[src/rtl/serial_subtractor.sv]
`default_nettype none
// ============================================================================
//  Module      : serial_subtractor
//  Description : Bit-serial unsigned subtractor. Accepts two WIDTH-bit
//                operands over a valid/ready handshake, produces one
//                difference bit per clock (LSB first) through a full-subtractor
//                cell with a registered borrow, and reports the WIDTH-bit
//                difference plus final borrow with a one-cycle done pulse.
//  Revision    : 1.0 - initial release
// ============================================================================
module serial_subtractor #(
    parameter int WIDTH = 8
) (
    input  logic             clk,
    input  logic             rst_n,
    input  logic             start_valid,
    output logic             start_ready,
    input  logic [WIDTH-1:0] a_in,
    input  logic [WIDTH-1:0] b_in,
    output logic             busy,
    output logic             done,
    output logic [WIDTH-1:0] diff_out,
    output logic             borrow_out
);

    // Counter sized so it can hold WIDTH without wrapping
    localparam int                 c_CNT_W = $clog2(WIDTH + 1);
    localparam logic [c_CNT_W-1:0] c_LAST  = c_CNT_W'(WIDTH - 1);

    localparam logic [1:0] c_IDLE = 2'd0;
    localparam logic [1:0] c_RUN  = 2'd1;
    localparam logic [1:0] c_DONE = 2'd2;

    logic [1:0]         r_state;
    logic [1:0]         w_state_next;
    logic [WIDTH-1:0]   r_a_sh;
    logic [WIDTH-1:0]   r_b_sh;
    logic [WIDTH-1:0]   r_res;
    logic               r_br;
    logic [c_CNT_W-1:0] r_cnt;

    logic               w_d;
    logic               w_br_next;
    logic [WIDTH-1:0]   w_res_next;
    logic               w_handshake;
    logic               w_last;

    assign w_handshake = (r_state == c_IDLE) && start_valid;
    assign w_last      = (r_state == c_RUN) && (r_cnt == c_LAST);

    // Full-subtractor cell on the current LSB and the result register after shifting the new bit in
    always_comb begin
        w_d        = r_a_sh[0] ^ r_b_sh[0] ^ r_br;
        w_br_next  = (~r_a_sh[0] & r_b_sh[0]) | (~(r_a_sh[0] ^ r_b_sh[0]) & r_br);
        w_res_next = r_res >> 1;
        w_res_next[WIDTH-1] = w_d;
    end

    // State register
    always_ff @(posedge clk or negedge rst_n) begin
        if (!rst_n) begin
            r_state <= c_IDLE;
        end else begin
            r_state <= w_state_next;
        end
    end

    // Next-state logic: RUN lasts exactly WIDTH edges, DONE exactly one
    always_comb begin
        w_state_next = r_state;
        case (r_state)
            c_IDLE:  if (start_valid) w_state_next = c_RUN;
            c_RUN:   if (r_cnt == c_LAST) w_state_next = c_DONE;
            c_DONE:  w_state_next = c_IDLE;
            default: w_state_next = c_IDLE;
        endcase
    end

    // Output decode: ready only in IDLE, busy is its complement, done marks DONE
    always_comb begin
        start_ready = (r_state == c_IDLE);
        busy        = (r_state != c_IDLE);
        done        = (r_state == c_DONE);
    end

    // Datapath: operand load, serial shift, and result capture on the last RUN edge
    always_ff @(posedge clk or negedge rst_n) begin
        if (!rst_n) begin
            r_a_sh     <= '0;
            r_b_sh     <= '0;
            r_res      <= '0;
            r_br       <= 1'b0;
            r_cnt      <= '0;
            diff_out   <= '0;
            borrow_out <= 1'b0;
        end else if (w_handshake) begin
            r_a_sh <= a_in;
            r_b_sh <= b_in;
            r_br   <= 1'b0;
            r_cnt  <= '0;
        end else if (r_state == c_RUN) begin
            r_a_sh <= r_a_sh >> 1;
            r_b_sh <= r_b_sh >> 1;
            r_res  <= w_res_next;
            r_br   <= w_br_next;
            r_cnt  <= r_cnt + 1'b1;
            if (w_last) begin
                diff_out   <= w_res_next;
                borrow_out <= w_br_next;
            end
        end
    end

endmodule
`default_nettype wire
[config.mk]
export PLATFORM = sky130hd
export DESIGN_NAME = serial_subtractor
export DESIGN_NICKNAME = d
export VERILOG_FILES = /design/src/rtl/serial_subtractor.sv
export SDC_FILE = /design/constraint.sdc
export NUM_CORES = 1
export LEC_CHECK = 0
export ABC_AREA = 1
export CORE_ASPECT_RATIO = 0.75
export CORE_MARGIN = 2
export CORE_UTILIZATION = 35
export DETAILED_ROUTE_END_ITERATION = 8
export SLEW_MARGIN = 25
export SYNTH_ARGS = -nofsm -noshare
export SYNTH_HDL_FRONTEND = slang
export SYNTH_SLANG_ARGS = --single-unit
[constraint.sdc]
create_clock -name clk -period 1.49 [get_ports clk]
set_input_delay 0.149 -clock clk [delete_from_list [all_inputs] [get_ports clk]]
set_output_delay 0.149 -clock clk [all_outputs]
set_load 0.005 [all_outputs]
==> reports/metrics.cfg, run 1 <==
[outcome]
outcome = finished clean

[timing]
finalHoldViolations = 0
maxSlewHeadroom_pct = 69.0
finalSetupViolCount = 0
fin_crit_ns = 1.41
finalMaxSlewViolations = 0
worst_slack_ns = 0.0819
fin_setup_tns_ns = 0
rsz0062_at_grt = false
period_share_pct = 94.5
max_freq_ghz = 0.710
skew_ns = 0.00421
tightest_slew_ns = 0.465

[worst_setup_path]
slowest_stage = dfrtp_1
path_class = flop to flop
cp_slowest_stage_delay_ns = 0.43
path_depth = 10
cp_max_fo = 7
critPathBufInv = 5
r2r_cells = 10
ff2ff_setup_slack_ns = 0.08
crit_required_ns = 1.68
rr_endpoint = r_cnt[3]
cpMostUsedCell = nand2_1
path_cells = nor2_2 -> buf_4 -> buf_4 -> buf_6 -> nand2_8 -> clkbuf_16 -> nand2_1 -> nand2_1 -> nand2_1 -> inv_1
critPathArrivalTime_ns = 1.60
worstSetupEndpointType = flop
crit_end = r_cnt[3]
crit_start = r_state[0]
critPathLaunchType = flop
cp_top_family = buffers and inverters
worstReg2RegStart = r_state[0]

[routing]
num_vias = 1409
final_antenna_net_count = 0
drc = 0
via_per_inst = 4.34
wl_per_cell_um = 11.1
drtPass1Iterations = 4
wl_mm = 3.60
drtIter0Drc = 64

[yosys]
yosysUniqueCellTypes = 16
synth.cell_area_mm2 = 0.00177
synth.area.top_cells = dfrtp_1 (55%), nand2_1 (25%), inv_1 (5.3%), o21ai_1 (3.4%), o21ai_0 (2.0%)
ys_seq_area_share_pct = 55.2
ys_warn_count = 0
syn_nets = 245
yosysTopAreaCell = dfrtp_1
syn_inst = 224
synth_top_area_share_pct = 55.2
synth-seq-cells = 39
syn_area_per_cell_um2 = 7.89

[floorplan]
dieArea_mm2 = 0.00564
fp.dieW_um = 86.0
start_util_pct = 36.3
io-pin-count = 31
std_cell_rows = 22
core_mm2 = 0.00487
die_h_um = 65.5

[power_and_ir_drop]
switching_power_w = 0.00159
power_frac_comb_pct = 42.3
power.clock.fraction_pct = 15.9
internal-power_w = 0.00273
sw_frac_of_total_pct = 36.8
leakage_nw = 1.25
worst_ir_drop_vdd_mv = 0.691
finalPower_w = 0.00432
p_seq_share_pct = 41.8
p_per_area_mw_per_mm2 = 1860

[clock_network]
htree_num_levels = 2
cts_made_buffers = 5
cts_buffer_depth = 2
path_clk_slew_ns = 0.07
cts_tree = yes
cts_root_buf = clkbuf_8
clk_latency_ns = 0.29
numClockSinks = 39

[global_routing]
grt_usage_pct = 13.6
grt_overflow = 0
grt_max_degree = 22
antenna_found_initial = 0
first_global_vias = 1293
grt_pass1_wl_mm = 5.82

[placed_design]
routabilityCongestion = 0.680
io_buffers = 30
place_area_mm2 = 0.00215
dp_hpwl_mm = 2.27
pre_cts_slack_ns = 0.172

[layout]
fill_cells = 484
antenna_cells = 0
fin_util_pct = 47.7
fin_nets = 285
drive_above_1_share_pct = 9.43
fin_area_mm2 = 0.00232
syn_to_final_growth_pct = 31.5

[worst_hold_path]
hold_class = primary input to async pin

[flow_run]
drv_cap = 0

==> state kept, by name, indices dropped and copies added (netlist names) <==
| register | cells |
|---|---|
| r_b_sh | 8 |
| diff_out | 8 |
| borrow_out | 1 |
| r_a_sh | 8 |
| r_state | 2 |
| r_br | 1 |
| r_res | 7 |
| r_cnt | 4 |
==> synth_stat cells, drive strengths merged <==
cell	instances
buf	8
dfrtp	39
fa	1
ha	1
inv	28
nand2	118
nand3	4
nor2	5
o21ai	19
xor2	1
==> power by group through the flow <==
stage / Combinational [W] / Clock, W / Sequential, W
6_report: 0.00183 / 0.000687 / 0.00181
5_1_grt: 0.00211 / 0.000747 / 0.00187
4_1_cts: 0.00175 / 0.000705 / 0.00180
3_3_place_gp: 0.00168 / 0 / 0.00181
3_5_place_dp: 0.00171 / 0 / 0.00182
2_1_floorplan: 0.00107 / 0 / 0.00178
==> metrics by stage <==
stage / cells / hold slack (ns)
after floorplan: 224 / -0.147
after detailed placement: 311 / 0.134
after CTS: 323 / 0.354
after global routing: 325 / 0.385
final: 325 / 0.342
after global placement: 311 / 0.134
==> layer usage <==
metal / routed length [µm] / GRT usage [%] / up-vias
li1: - / - / 750
met1: 1860 / 18.0 / 621
met2: 1520 / 20.3 / 33
met3: 173 / 3.39 / 5
met4: 50 / 7.74 / 0
met5: 0 / 0 / -
==> how the worst min path moves through the flow <==
| stage | slack [ns] | from | endpoint | cells after the start |
|---|---|---|---|---|
| after floorplan | -0.15 | rst_n | borrow_out | 0 |
| after CTS | 0.35 | rst_n | r_a_sh[1] | 2 |
| final | 0.34 | rst_n | r_res[4] | 2 |
| after global routing | 0.39 | rst_n | diff_out[4] | 2 |
| after detailed placement | 0.13 | rst_n | r_res[4] | 1 |
| after global placement | 0.13 | rst_n | r_res[4] | 1 |
==> final cells by class <==
class,count,area [µm²],share of cell area (%)
flip-flops and latches,39,976,42.0
multi-input cells,149,652,28.1
repair buffers,40,423,18.2
inverters,28,110,4.74
clock buffers,7,76.3,3.28
well taps,60,75.1,3.23
repair inverters,1,6.26,0.269
clock inverters,1,5.00,0.215
==> layout by cell type (no fill, tap or decap), drive strengths merged <==
| cell | n |
|---|---|
| dlygate4sd3 | 1 |
| clkbuf | 8 |
| clkdlybuf4s50 | 26 |
| inv | 28 |
| ha | 1 |
| xor2 | 1 |
| dlygate4sd2 | 3 |
| fa | 1 |
| nand2 | 118 |
| clkinv | 2 |
| nand3 | 4 |
| dfrtp | 39 |
| nor2 | 5 |
| o21ai | 19 |
| buf | 9 |
==> cells by family (layout without fill, tap and decap cells) <==
| kind of cell | Yosys count | after routing | share of synthesized area, % |
|---|---|---|---|
| buf+inv | 36 | 77 | 8.92 |
| compound gates | 19 | 19 | 5.38 |
| xor+xnor | 1 | 1 | 0.496 |
| flops | 39 | 39 | 55.2 |
| fa+ha+maj | 2 | 2 | 1.84 |
| simple gates | 127 | 127 | 28.1 |
==> what timing repair did <==
action | 4_1_cts | 5_1_grt
resized for setup | 4 | 11
setup endpoints to repair | 3 | 14
hold buffers | 1 | 0
endpoints found under the hold margin | 18 | 0
cloned | 0 | 2
setup buffers | 3 | 0
pin swaps | 1 | 1
Note: power is estimated with default switching activity, not from simulation.
==> run 2, diff against run 1 <==
HOLD_SLACK_MARGIN = 0.02   (was default)
==> results of run 2 <==
No change in the layout: final DEF, timing and power equal those of run 1.
==> run 3, diff against run 2 <==
CAP_MARGIN = 5   (was default)
==> results of run 3 <==
No change in the layout: final DEF, timing and power equal those of run 1.
